### config.mk
export PLATFORM = sky130hd
export DESIGN_NAME = mux2_arbiter_flat
export DESIGN_NICKNAME = d
export VERILOG_FILES = /design/src/rtl/mux2_arbiter_if.sv /design/src/rtl/mux2_arbiter.sv /design/src/flat_wrapper.sv
export SDC_FILE = /design/constraint.sdc
export NUM_CORES = 1
export LEC_CHECK = 0
export BUFFER_PORTS_ARGS = -buffer_cell sky130_fd_sc_hd__buf_2
export CORE_UTILIZATION = 30
export DETAILED_ROUTE_END_ITERATION = 12
export SYNTH_ARGS = -nofsm -noshare
export SYNTH_HDL_FRONTEND = slang
export SYNTH_SLANG_ARGS = --single-unit
export TNS_END_PERCENT = 1
### constraint.sdc
create_clock -name clk -period 5.3 [get_ports clk]
set_clock_uncertainty 0.05 [all_clocks]
set_input_delay 1.06 -clock clk [delete_from_list [all_inputs] [get_ports clk]]
set_output_delay 1.06 -clock clk [all_outputs]
set_load 0.01 [all_outputs]
### src/rtl/mux2_arbiter_if.sv
// Handshake bundle between the two sub-mode requesters and the output-mux arbiter.
interface mux2_arbiter_if;
  logic req0;
  logic req1;
  logic gnt0;
  logic gnt1;
  logic mux_sel;
  logic out_en;
  logic busy;

  // Requester side: drives requests, observes grants and mux routing.
  modport master (
    output req0, req1,
    input  gnt0, gnt1, mux_sel, out_en, busy
  );

  // Arbiter side.
  modport slave (
    input  req0, req1,
    output gnt0, gnt1, mux_sel, out_en, busy
  );
endinterface

### src/rtl/mux2_arbiter.sv
// Two-way output-mux arbiter: round-robin on ties, guard dead cycles between
// owners, optional preemption after a maximum hold time.
module mux2_arbiter #(
  parameter int unsigned GUARD_CYCLES = 4,
  parameter int unsigned MAX_HOLD     = 255,
  parameter int unsigned CNT_W        = 8
) (
  input  logic          clk,
  input  logic          rst,
  mux2_arbiter_if.slave bus
);

  localparam logic [1:0] S_IDLE  = 2'd0;
  localparam logic [1:0] S_GUARD = 2'd1;
  localparam logic [1:0] S_OWN   = 2'd2;

  localparam logic [CNT_W-1:0] GUARD_LOAD = CNT_W'(GUARD_CYCLES);
  localparam logic [CNT_W-1:0] HOLD_LIMIT = CNT_W'(MAX_HOLD);
  localparam logic [CNT_W-1:0] CNT_MAX    = '1;
  localparam logic [CNT_W-1:0] CNT_ONE    = CNT_W'(1);
  localparam bit               GUARD_EN   = (GUARD_CYCLES != 0);
  localparam bit               PREEMPT_EN = (MAX_HOLD != 0);

  logic [1:0]       r_state;
  logic             r_gnt0;
  logic             r_gnt1;
  logic             r_mux_sel;     // 1 routes requester 0; also identifies target/owner
  logic             r_out_en;
  logic             r_busy;
  logic             r_last_owner;  // index of the requester that last owned the output
  logic [CNT_W-1:0] r_guard_cnt;
  logic [CNT_W-1:0] r_hold_cnt;

  logic [1:0]       w_state_nxt;
  logic             w_gnt0_nxt;
  logic             w_gnt1_nxt;
  logic             w_mux_sel_nxt;
  logic             w_out_en_nxt;
  logic             w_busy_nxt;
  logic             w_last_owner_nxt;
  logic [CNT_W-1:0] w_guard_cnt_nxt;
  logic [CNT_W-1:0] w_hold_cnt_nxt;

  logic             w_tgt;         // requester index chosen in IDLE
  logic             w_own_req;
  logic             w_other_req;
  logic             w_preempt;

  // Target selection and owner/other request views relative to the current select.
  assign w_tgt       = (bus.req0 & bus.req1) ? ~r_last_owner : bus.req1;
  assign w_own_req   = r_mux_sel ? bus.req0 : bus.req1;
  assign w_other_req = r_mux_sel ? bus.req1 : bus.req0;
  assign w_preempt   = PREEMPT_EN && (r_hold_cnt >= HOLD_LIMIT) && w_other_req;

  // Next-state and next-output logic.
  always_comb begin
    w_state_nxt      = r_state;
    w_gnt0_nxt       = r_gnt0;
    w_gnt1_nxt       = r_gnt1;
    w_mux_sel_nxt    = r_mux_sel;
    w_last_owner_nxt = r_last_owner;
    w_guard_cnt_nxt  = r_guard_cnt;
    w_hold_cnt_nxt   = r_hold_cnt;

    case (r_state)
      S_IDLE: begin
        if (bus.req0 | bus.req1) begin
          w_mux_sel_nxt   = ~w_tgt;
          w_guard_cnt_nxt = GUARD_LOAD;
          w_hold_cnt_nxt  = '0;
          if (GUARD_EN) begin
            w_state_nxt = S_GUARD;
          end else begin
            w_state_nxt = S_OWN;
            w_gnt0_nxt  = ~w_tgt;
            w_gnt1_nxt  = w_tgt;
          end
        end
      end

      S_GUARD: begin
        if (!w_own_req) begin
          // Target withdrew before it was granted; last_owner stays as it was.
          w_state_nxt = S_IDLE;
        end else begin
          w_guard_cnt_nxt = r_guard_cnt - CNT_ONE;
          if (r_guard_cnt == CNT_ONE) begin
            w_state_nxt    = S_OWN;
            w_gnt0_nxt     = r_mux_sel;
            w_gnt1_nxt     = ~r_mux_sel;
            w_hold_cnt_nxt = '0;
          end
        end
      end

      S_OWN: begin
        if (r_hold_cnt != CNT_MAX) begin
          w_hold_cnt_nxt = r_hold_cnt + CNT_ONE;
        end
        // Release and preempt share the same exit; a simultaneous drop is just a release.
        if (!w_own_req || w_preempt) begin
          w_state_nxt      = S_IDLE;
          w_gnt0_nxt       = 1'b0;
          w_gnt1_nxt       = 1'b0;
          w_last_owner_nxt = ~r_mux_sel;
        end
      end

      default: begin
        w_state_nxt = S_IDLE;
        w_gnt0_nxt  = 1'b0;
        w_gnt1_nxt  = 1'b0;
      end
    endcase

    w_out_en_nxt = w_gnt0_nxt | w_gnt1_nxt;
    w_busy_nxt   = (w_state_nxt != S_IDLE);
  end

  // State and output registers with asynchronous reset.
  always_ff @(posedge clk or posedge rst) begin
    if (rst) begin
      r_state      <= S_IDLE;
      r_gnt0       <= 1'b0;
      r_gnt1       <= 1'b0;
      r_mux_sel    <= 1'b1;
      r_out_en     <= 1'b0;
      r_busy       <= 1'b0;
      r_last_owner <= 1'b1;
      r_guard_cnt  <= '0;
      r_hold_cnt   <= '0;
    end else begin
      r_state      <= w_state_nxt;
      r_gnt0       <= w_gnt0_nxt;
      r_gnt1       <= w_gnt1_nxt;
      r_mux_sel    <= w_mux_sel_nxt;
      r_out_en     <= w_out_en_nxt;
      r_busy       <= w_busy_nxt;
      r_last_owner <= w_last_owner_nxt;
      r_guard_cnt  <= w_guard_cnt_nxt;
      r_hold_cnt   <= w_hold_cnt_nxt;
    end
  end

  assign bus.gnt0    = r_gnt0;
  assign bus.gnt1    = r_gnt1;
  assign bus.mux_sel = r_mux_sel;
  assign bus.out_en  = r_out_en;
  assign bus.busy    = r_busy;

endmodule

### src/flat_wrapper.sv
// flat-port wrapper written by rule: the top's interface ports become plain ports
module mux2_arbiter_flat 
#(
  parameter int unsigned GUARD_CYCLES = 4,
  parameter int unsigned MAX_HOLD     = 255,
  parameter int unsigned CNT_W        = 8
)
  (clk, rst, bus_req0, bus_req1, bus_gnt0, bus_gnt1, bus_mux_sel, bus_out_en, bus_busy);
  mux2_arbiter_if bus_i ();
  input  logic clk;
  input  logic rst;
  input wire logic [$bits(bus_i.req0)-1:0] bus_req0;
  input wire logic [$bits(bus_i.req1)-1:0] bus_req1;
  output wire logic [$bits(bus_i.gnt0)-1:0] bus_gnt0;
  output wire logic [$bits(bus_i.gnt1)-1:0] bus_gnt1;
  output wire logic [$bits(bus_i.mux_sel)-1:0] bus_mux_sel;
  output wire logic [$bits(bus_i.out_en)-1:0] bus_out_en;
  output wire logic [$bits(bus_i.busy)-1:0] bus_busy;
  assign bus_i.req0 = bus_req0;
  assign bus_i.req1 = bus_req1;
  assign bus_gnt0 = bus_i.gnt0;
  assign bus_gnt1 = bus_i.gnt1;
  assign bus_mux_sel = bus_i.mux_sel;
  assign bus_out_en = bus_i.out_en;
  assign bus_busy = bus_i.busy;
  mux2_arbiter #(.GUARD_CYCLES(GUARD_CYCLES), .MAX_HOLD(MAX_HOLD), .CNT_W(CNT_W)) u_core (.clk(clk), .rst(rst), .bus(bus_i));
endmodule
==> impl_metrics.tcl <==
set metrics [dict create \
    status "finished, final reports clean" \
    chipHeight_um 70.20 \
    ys_async_sr_fraction_pct 100.0 \
    synth-compound-area-share_pct 22.33 \
    grt_pass1_wl_um 5202 \
    fmax_mhz 461.9 \
    tritoncts "done" \
    holdPathStages 1 \
    syn-instance-count 143 \
    diodes 0 \
    floorplan.die_area_um2 4927 \
    cts_max_level 1 \
    path_cells "buf_2" \
    first_global_vias 1131 \
    synth.mux.area_fraction_pct 1.525 \
    syn_avg_cell_area_um2 9.756 \
    fin_setup_tns_ns 0 \
    io_pins 9 \
    grt-ovfl-total 0 \
    yosys.area_share.simple_pct 22.42 \
    wire_per_inst_um 14.91 \
    whs_ns 0.4944 \
    preCtsSetupSlack_ns 2.910 \
    critPathMaxStageDelay_ns 0.63 \
    ff2ff_path_depth 6 \
    worst_slew_margin_rel_pct 35.97 \
    report.final.slew_viol_count 0 \
    ys_dominant_reg_cell "dfrtp_1" \
    timing.critical_path.to_type "primary output" \
    syn-num-nets 150 \
    clkSinkCount 24 \
    synth_seq_cells 24 \
    clock_latency_ns 0.27 \
    first_iter_violations 47 \
    post_cts.repair.setup_buffers 0 \
    min-delay-path-class "flip-flop to flip-flop" \
    routed-via-count 1098 \
    postPlaceCellArea_um2 1454 \
    synth_area_leaders "dfrtp_1 39%, nand2_1 4.0%, dfstp_2 3.8%" \
    path_max_fanout 9 \
    drtAntennaViolNets 0 \
    floorplan.core_area_um2 4414 \
    cts_buffer_depth 2 \
    rrSetupSlack_ns 3.25 \
    pwr_density_cell_nw_per_um2 437.1 \
    antenna_found_initial 0 \
    report.final.hold_viol_count 0 \
    place.gp.congestion 0.7542 \
    design_power_total_mw 0.6596 \
    routed_via_density 5.463 \
    synth.lib_cells_used.distinct 53 \
    dpl.hpwl_um 2179 \
    finalNonFillerCells 201 \
    synth-seq-area-share_pct 43.23 \
    hold_end "u_core.r_hold_cnt[0]" \
    start_kind "flip-flop" \
    area.growth.synth_to_final_pct 8.162 \
    static_leak_nw 0.6654 \
    finalInstanceArea_um2 1509 \
    place.detailed.instances 197 \
    firstDrtPassIters 4 \
    synth.largest_area_cell "dfrtp_1" \
    r2r_end "u_core.r_hold_cnt[6]" \
    synth_adder_area_share_pct 2.691 \
    setup_repair_after_global_routing_missed_its_margin "false" \
    gr-usage-all-layers_pct 13.22 \
    min-delay-start "u_core.r_hold_cnt[0]" \
    synth_common_cells "22 x dfrtp_1, 15 x nand2_1, 10 x nor2_1, 8 x o21ai_0" \
    critPathBufInv 1 \
    fin_util_pct 34.18 \
    maxCapViolCount 0 \
    synth_enable_flop_cells 0 \
    slowest_stage "dfstp_2" \
    min_period_over_period_pct 40.85 \
    vdd.ir_drop.worst_mv 0.1607 \
    worst-slew-pin-transition_ns 0.9594 \
    worst_slack_ns 3.135 \
    setup_viol 0 \
    cts_repair_resize_count 0 \
    numCtsBuffers 3 \
    remaining_drc_errors 0 \
    placementRows 24 \
    finalNetCount 157 \
    finalWorstPathRequiredPeriod_ns 2.165 \
    worstPathArrival_ns 1.05 \
    clk_pin_slew_worst_paths_ns 0.08 \
    synthDominantCellAreaShare_pct 39.46 \
    cts_hold_buffers 0 \
    syn-cell-area_um2 1395 \
    main_combinational_cell_family_by_area_after_synthesis "simple AND/OR/NAND/NOR gates" \
    yosys.area_share.xor_xnor_pct 3.139 \
    synth_most_common_cell "dfrtp_1" \
    portBuffers 8 \
    grt_start_max_net_pins 25 \
    cpLargestDelayFamily "flip-flops" \
    critical_path_required_ns 4.19 \
    clock_tree.root_cell "clkbuf_8" \
    critical_path_class "flip-flop to primary output" \
    floorplan.initialDensity_pct 31.60 \
    reg2reg_from "u_core.r_guard_cnt[1]" \
    wl_um 2996 \
    yosys_warnings 0 \
    post_route_cells_drive_above_1_share_pct 18.12 \
    dieWidth_um 70.20 \
]
## layer usage
layer  vias up  share of wire [%]  GRT usage (%)
met1       543                 45          16.64
met5         -                  0              0
met2        14                 51          21.69
met4         0               0.40          4.222
li1        539                  -              -
met3         2                3.2          3.896
## state kept, by name, summed over array words and instances (netlist names)
signal	count
u_core.bus.mux_sel	1
u_core.bus.gnt0	1
u_core.bus.gnt1	1
u_core.r_last_owner	1
u_core.r_guard_cnt	8
u_core.bus.out_en	1
u_core.bus.busy	1
u_core.r_state	2
u_core.r_hold_cnt	8
## power breakdown
part	total [mW]	leakage, nW	switching (mW)	internal, mW
Combinational	0.237	0.323	0.139	0.0984
Clock	0.128	0.0288	0.0620	0.0665
Sequential	0.294	0.313	0.0634	0.230
## worst max path at each step
stage                                  start                    end  slack (ns)  depth (start not counted)
after global placement              bus_req1  u_core.r_guard_cnt[7]        2.95                          5
after floorplan                     bus_req1  u_core.r_guard_cnt[5]        3.08                          6
after global routing      u_core.bus.mux_sel            bus_mux_sel        3.09                          1
after detailed placement            bus_req1  u_core.r_guard_cnt[7]        2.91                          5
final                     u_core.bus.mux_sel            bus_mux_sel        3.14                          1
after CTS                 u_core.bus.mux_sel            bus_mux_sel        3.13                          1
## logic make-up after synthesis
kind of cell               count (synthesis)
AOI/OAI and AO/OA                         40
xor gates and xnor gates                   5
adders and majority gates                  3
buffers and inverters                     11
DFF                                       24
muxes                                      2
and+or+nand+nor                           58
## area by class of cell
type / count / area (um2)
fill: 450 / 2905
multi-input combinational: 108 / 726.9
sequential: 24 / 603.1
tap: 52 / 65.06
clock buffer: 4 / 55.05
timing repair buffer: 8 / 40.04
inverter: 5 / 18.77
## cell usage in the layout, fill, tap and decap left out, drive strengths merged, types with 3 or more instances in the layout
cell type | Yosys | routed
dfrtp | 22 | 22
nand2 | 17 | 17
o21ai | 11 | 11
nor2 | 10 | 10
buf | 5 | 8
nand3 | 5 | 5
inv | 5 | 5
nor3 | 5 | 5
xor2 | 4 | 4
and3 | 4 | 4
clkbuf | 1 | 4
nor2b | 3 | 3
o22ai | 3 | 3
nand2b | 3 | 3
a211o | 3 | 3
a21oi | 3 | 3
ha | 3 | 3
No activity file was read; power rests on OpenSTA's default activity.
